--- src/rtl/agc_shift_ctrl.sv ---
// agc_shift_ctrl: per-frame automatic gain control picking the 32->16 bit output shift from the frame peak.
// Optional build macro AGC_MANUAL_OVERRIDE_EN adds the manual_en/manual_shift override ports.
module agc_shift_ctrl #(
    parameter int unsigned HEADROOM    = 1,
    parameter int unsigned HOLD_FRAMES = 4,
    parameter int unsigned INIT_SHIFT  = 8,
    parameter int unsigned MAX_SHIFT   = 16
) (
    input  logic        clk,
    input  logic        rst,
    input  logic        ms_in,
    input  logic [31:0] max_in,
`ifdef AGC_MANUAL_OVERRIDE_EN
    input  logic        manual_en,
    input  logic [4:0]  manual_shift,
`endif
    output logic [15:0] scaled_coeff,
    output logic        clip_flag,
    output logic        busy
);

    localparam int unsigned CNT_W = $clog2(HOLD_FRAMES + 1);

    localparam logic [4:0]       SHIFT_INIT = 5'(INIT_SHIFT);
    localparam logic [4:0]       SHIFT_MAX  = 5'(MAX_SHIFT);
    localparam logic [5:0]       ZERO_PEAK  = 6'd63;
    localparam logic [CNT_W-1:0] HOLD_LAST  = CNT_W'(HOLD_FRAMES - 1);

    typedef enum logic [2:0] {
        S_IDLE,
        S_CAPTURE,
        S_ENCODE,
        S_DECIDE,
        S_WAIT
    } state_t;

    state_t           state;
    logic [4:0]       shift_cur;
    logic [4:0]       shift_tgt;
    logic [31:0]      max_r;
    logic [5:0]       p_r;
    logic [4:0]       desired_r;
    logic [CNT_W-1:0] dec_cnt;

    // Leading-one index of the peak, 63 flags an all-zero peak.
    function automatic logic [5:0] leading_one(input logic [31:0] v);
        logic [5:0] idx;
        idx = ZERO_PEAK;
        for (int i = 0; i < 32; i++) begin
            if (v[i]) idx = 6'(i);
        end
        return idx;
    endfunction

    function automatic logic [4:0] desired_shift(input logic [5:0] p);
        logic signed [6:0] d;
        d = $signed({1'b0, p}) + $signed(7'(HEADROOM)) - 7'sd14;
        if (p == ZERO_PEAK)                 return 5'd0;
        if (d < 7'sd0)                      return 5'd0;
        if (d > $signed(7'(MAX_SHIFT)))     return SHIFT_MAX;
        return d[4:0];
    endfunction

    // The peak clips when it reaches bit (shift + 15), the sign bit of the selected 16-bit window.
    logic [5:0] clip_bit;
    logic       clip_hit;

    assign clip_bit = {1'b0, shift_cur} + 6'd15;
    assign clip_hit = |(max_in >> clip_bit);

    logic       manual_active;
    logic [4:0] apply_shift;

`ifdef AGC_MANUAL_OVERRIDE_EN
    logic [4:0] manual_clamped;

    assign manual_clamped = (manual_shift > SHIFT_MAX) ? SHIFT_MAX : manual_shift;
    assign manual_active  = manual_en;
    assign apply_shift    = manual_en ? manual_clamped : shift_tgt;
`else
    assign manual_active  = 1'b0;
    assign apply_shift    = shift_tgt;
`endif

    assign scaled_coeff = {11'b0, shift_cur};

    // NOTE: every register here is assigned with <= so all updates in a clock edge see pre-edge values.
    always_ff @(posedge clk or negedge rst) begin
        if (!rst) begin
            state     <= S_IDLE;
            shift_cur <= SHIFT_INIT;
            shift_tgt <= SHIFT_INIT;
            max_r     <= '0;
            p_r       <= ZERO_PEAK;
            desired_r <= '0;
            dec_cnt   <= '0;
            clip_flag <= 1'b0;
            busy      <= 1'b0;
        end else if (ms_in) begin
            // A frame boundary always wins: apply the target and abandon any decision in flight.
            shift_cur <= apply_shift;
            max_r     <= max_in;
            clip_flag <= clip_hit;
            busy      <= 1'b1;
            state     <= S_CAPTURE;
            if (manual_active) begin
                shift_tgt <= apply_shift;
                dec_cnt   <= '0;
            end
        end else begin
            clip_flag <= 1'b0;
            unique case (state)
                S_IDLE: begin
                    busy <= 1'b0;
                end
                S_CAPTURE: begin
                    p_r   <= leading_one(max_r);
                    state <= S_ENCODE;
                end
                S_ENCODE: begin
                    desired_r <= desired_shift(p_r);
                    state     <= S_DECIDE;
                end
                S_DECIDE: begin
                    busy  <= 1'b0;
                    state <= S_WAIT;
                    if (!manual_active) begin
                        if (desired_r > shift_tgt) begin
                            shift_tgt <= desired_r;
                            dec_cnt   <= '0;
                        end else if (desired_r == shift_tgt) begin
                            dec_cnt <= '0;
                        end else if (dec_cnt == HOLD_LAST) begin
                            shift_tgt <= shift_tgt - 5'd1;
                            dec_cnt   <= '0;
                        end else begin
                            dec_cnt <= dec_cnt + 1'b1;
                        end
                    end
                end
                S_WAIT: begin
                    busy <= 1'b0;
                end
                default: begin
                    busy  <= 1'b0;
                    state <= S_IDLE;
                end
            endcase
        end
    end

endmodule

--- config.mk ---
export PLATFORM = sky130hd
export DESIGN_NAME = agc_shift_ctrl
export DESIGN_NICKNAME = d
export VERILOG_FILES = /design/src/rtl/agc_shift_ctrl.sv
export SDC_FILE = /design/constraint.sdc
export NUM_CORES = 1
export LEC_CHECK = 0
export ABC_AREA = 1
export BUFFER_PORTS_ARGS = -buffer_cell sky130_fd_sc_hd__buf_2
export CAP_MARGIN = 20
export CORE_MARGIN = 5
export CORE_UTILIZATION = 30
export CTS_CLUSTER_SIZE = 8
export DETAILED_ROUTE_END_ITERATION = 8
export PLACE_DENSITY = 0.52
export SYNTH_ARGS = -nofsm -noshare
export SYNTH_HDL_FRONTEND = slang
export SYNTH_SLANG_ARGS = --single-unit
--- constraint.sdc ---
create_clock -name clk -period 3.2 [get_ports clk]
set_clock_uncertainty 0.05 [all_clocks]
set_input_delay 0.64 -clock clk [delete_from_list [all_inputs] [get_ports clk]]
set_output_delay 0.64 -clock clk [all_outputs]
set_load 0.02 [all_outputs]
Word level (Yosys, flattened, before mapping)

Index checks and enable logic that the tools add are counted.

Register bits after elaboration: 61
Output and inout port bits: 18
Input port bits: 35
Logic and storage cells: 99

$add $sub $neg: 5
Equality and inequality tests: 10
Bitwise gates (word level): 1
$lt $le $gt $ge: 3
Reductions and logical operators: 9
Mux-type cells: 61
Shift operators: 1

Operator list:

| kind                  | count |
|---|---|
| $mux W6               | 32 |
| $mux W5               | 9 |
| $reduce_or A32 Y1     | 1 |
| $shr A32 B6 Y32       | 1 |
| $mux W1               | 15 |
| $mux W3               | 4 |
| $pmux W3 S4           | 1 |
| $eq A3 B2 Y1 const B  | 3 |
| $add A6 B1 Y7 const B | 1 |
| $gt A7 B6 Y1 const B  | 1 |
| $lt A7 B1 Y1 const B  | 1 |
| $sub A7 B5 Y7 const B | 1 |
| $add A5 B4 Y6 const B | 1 |
| $eq A6 B6 Y1 const B  | 1 |
| $reduce_and A2 Y1     | 3 |
| $eq A5 B5 Y1          | 1 |
| $gt A5 B5 Y1          | 1 |
| $sub A5 B1 Y5 const B | 1 |
| $ne A2 B1 Y1 const B  | 2 |
| $reduce_and A4 Y1     | 1 |
| $reduce_or A2 Y1      | 2 |
| $add A3 B1 Y3 const B | 1 |
| $eq A3 B1 Y1 const B  | 1 |
| $eq A3 B3 Y1 const B  | 1 |
| other kinds (4)       | 4 |

Logic depth before layout (Yosys ltp)

Depth in word-level cells: 32
Depth in mapped cells: 32
Mapped depth without buffers: 32

Worst setup path after synthesis

Ideal clock, no wire load.

Path kind: register to register
Start: register shift_tgt[3] (netlist: apply_shift[3])
End: register shift_tgt[3] (netlist: apply_shift[3])
Library setup time: 0.081 ns
Buffers on the path: 0
Cell stages (with the launch flop): 12
Data arrival time: 2.014 ns
Data required time: 3.069 ns
Setup slack: 1.055 ns
Path through: dfstp_2 -> inv_1 -> ha_1 -> nand2_1 -> inv_2 -> nand3_1 -> o221a_2 -> nor2_2 -> a21oi_1 -> nor2_2 -> nand2_1 -> a32oi_1

Longest elaborated chain between the ends: 4
Elaborated cells on any way between the ends: 9

RTL lines:

| item                   | line | source |
|---|---|---|
| from (decl)            | 39   | `logic [4:0] shift_tgt;` |
| from (signal assigned) | 107  | `shift_tgt <= apply_shift;` |
| from (signal assigned) | 129  | `shift_tgt <= desired_r;` |
| from (signal assigned) | 134  | `shift_tgt <= shift_tgt - 5'd1;` |
| $sub A5 B1 Y5          | 134  |  |
| $mux W5                | 133  | `end else if (dec_cnt == HOLD_LAST) begin` |
| $mux W5                | 131  | `end else if (desired_r == shift_tgt) begin` |
| $mux W5                | 128  | `if (desired_r > shift_tgt) begin` |

Several ways; a longest one is shown, not always the timed one. The select of a mux whose other input is x is not followed.
A chain may end at the register's enable or synchronous reset.

Worst setup path in the final report

Ends and elaborated chain as after synthesis.

==> results.cfg <==
[global_route]
grt_antenna_before_repair = 0
grt_max_degree = 62
grt_pass1_wl_microns = 13400
grt_overflow_total = 0
grt_usage_pct = 12.71
grt_pass1_vias = 2876

[logic_synthesis]
yosysMostFrequentCell = nand2_1
synth-seq-area-share_pct = 47.05
ys_top_cells_by_count = 112 x nand2_1, 53 x dfrtp_1, 47 x inv_1
synth_cells = 415
synthTopCellsByArea = dfrtp_1 41%, nand2_1 13%, dfstp_2 6.4%
synth_area_per_cell_sq_um = 7.869
synth_ff_type = dfrtp_1
synth_cell_type_count = 38
synth.cell_area_sq_um = 3266
synth_warnings = 0
ys_ff_latch = 61
yosys.area.top_type = dfrtp_1
synth_edf_count = 0
ys_async_sr_fraction_pct = 100.0
yosysTopAreaCellShare_pct = 40.61

[critical_path]
worst_setup_path_start_kind = flop
setup.worst_path.end_class = flop
cp_max_fo = 10
path_class = flop to flop
crit_arrival_ps = 2720
cp_data_required_time_ps = 3410

[timing]
hold_violations = 0
fin_crit_ps = 2515
max_freq_ghz = 0.3976
fin_ws_ps = 685.2
grt_setup_unrepaired = false
period_share_pct = 78.59
slew_headroom_pct = 47.57
hold_ws_ps = 389.6
slew_viol_final = 0
finalSetupViolCount = 0
finalSetupTns_ps = 0
worstMarginPinSlew_ps = 786.5

[clock_tree]
clock_latency_ps = 340
cts.sinks = 61
cts_buffer_depth = 2
cts-resized-gates = 0
postCtsSetupBuffers = 0
cts_hold_buffers = 0
h-tree-depth = 3
cts_tree = done
cts_made_buffers = 9
clk_pin_slew_ps = 70
cts-root-buf = clkbuf_8

[placement]
dp.final_hpwl_microns = 5849
pre_cts_slack_ps = 710.7
placed_area_sq_um = 3582
dpl.cell_count = 588
io_buffers = 41
place_congestion = 0.7848

[power_and_ir_drop]
peakVddDrop_mv = 0.1955
power_mw = 2.261
p_sw_share_pct = 31.38
p_switching_mw = 0.7095
p_comb_share_pct = 21.6
internal_power_mw = 1.551
leakage_nw = 1.937
powerDensity_nw_per_um2 = 593.8
power_frac_seq_pct = 44.0
clockPowerShare_pct = 34.4

[cells_and_area]
post-route-cell-area_sq_um = 3807
final_util_pct = 35.43
multi_input_area_sq_um = 1410
drive_above_1_share_pct = 17.89
syn_to_final_growth_pct = 16.59
nets = 504
layoutNonFillerInstCount = 604
seq_area_sq_um = 1536
fillers = 1184
antenna-diode-count = 0

[run_status]
status = finished, final reports clean

[floorplan]
core_sq_um = 10750
die-area_sq_um = 13070
pin_count = 53
initial_core_util_pct = 30.39
die-width_microns = 114.3
rows = 38
die_h_microns = 114.3

[drt]
routedWlPerCell_microns = 12.81
num_vias = 2783
drt-total-wl_microns = 7739
via_per_inst = 4.608
drtIter0Drc = 128
drc = 0
first_pass_iters = 4
ant_nets = 0

[flow_run]
drv_cap = 0

[hold_path]
hold_path_class = primary input to asynchronous set/reset pin
-- power by group through the flow --
stage / Clock [mW] / Combinational (mW) / Sequential [mW]
2_1_floorplan: 0 / 0.346 / 0.985
3_3_place_gp: 0 / 0.476 / 1.01
3_5_place_dp: 0 / 0.489 / 1.00
4_1_cts: 0.800 / 0.495 / 0.993
5_1_grt: 0.835 / 0.570 / 1.01
6_report: 0.778 / 0.489 / 0.994
-- registers in the layout (all words and copies together), names as in the netlist --
signal,flops
apply_shift,5
busy,1
clip_flag,1
dec_cnt,3
desired_r,5
max_r,32
p_r,6
shift_cur,5
state,3
-- cell type report --
class	instances	share of cell area, %
clock buffer	12	4.075
clock inverter	4	1.840
inverter	64	6.310
multi-input combinational	280	37.04
sequential	61	40.35
tap	140	4.601
timing repair buffer	43	5.784
-- layout by cell type, fill, tap and decap left out, drive strengths merged, types with 3 or more instances in the layout --
| cell | synthesis | routed |
|---|---|---|
| conb | 1 | 11 |
| nor4 | 3 | 3 |
| clkinv | 4 | 6 |
| nor3 | 3 | 3 |
| dfrtp | 53 | 53 |
| ha | 10 | 10 |
| nor2 | 26 | 26 |
| dfstp | 8 | 8 |
| inv | 60 | 60 |
| o21ai | 49 | 49 |
| nand2 | 112 | 112 |
| a21oi | 19 | 19 |
| xor2 | 6 | 6 |
| o211ai | 4 | 4 |
| buf | 11 | 43 |
| nand3 | 14 | 14 |
| clkbuf | 9 | 12 |
-- critical path: stages, from the launching register on --
cell	delay (ps)
dfstp_2	530
inv_1	70
ha_1	280
nand2_1	90
inv_2	50
nand3_1	50
o221a_2	260
nor2_2	310
a21oi_1	120
nor2_2	360
nand2_1	90
a32oi_1	170
-- path summary, 6_finish.rpt --
check                                     from             end  slack, ps  cells past startpoint
worst max-delay path            apply_shift[3]  apply_shift[3]        690                     11
worst min register to register            busy            busy        440                      2
min in group clk                          busy            busy        440                      2
worst max register to register  apply_shift[3]  apply_shift[3]        690                     11
max in group asynchronous                  rst        max_r[1]       2160                      2
worst min-delay path                       rst       max_r[20]        390                      2
-- cells by family after synthesis --
group | synth area share (%)
buffers and inverters | 10.92
DFF | 47.05
adders and majority gates | 3.831
other | 0.1148
AOI/OAI and AO/OA | 16.86
xor gates and xnor gates | 1.609
and+or+nand+nor | 19.62
-- metal layers --
metal	GRT usage, %	vias up	wire length [microns]
met3	3.594	10	345
met5	0	-	0
met1	17.30	1300	3756
met4	3.800	0	67
li1	-	1410	-
met2	19.71	63	3570
Note: power is estimated with default switching activity, not from simulation.
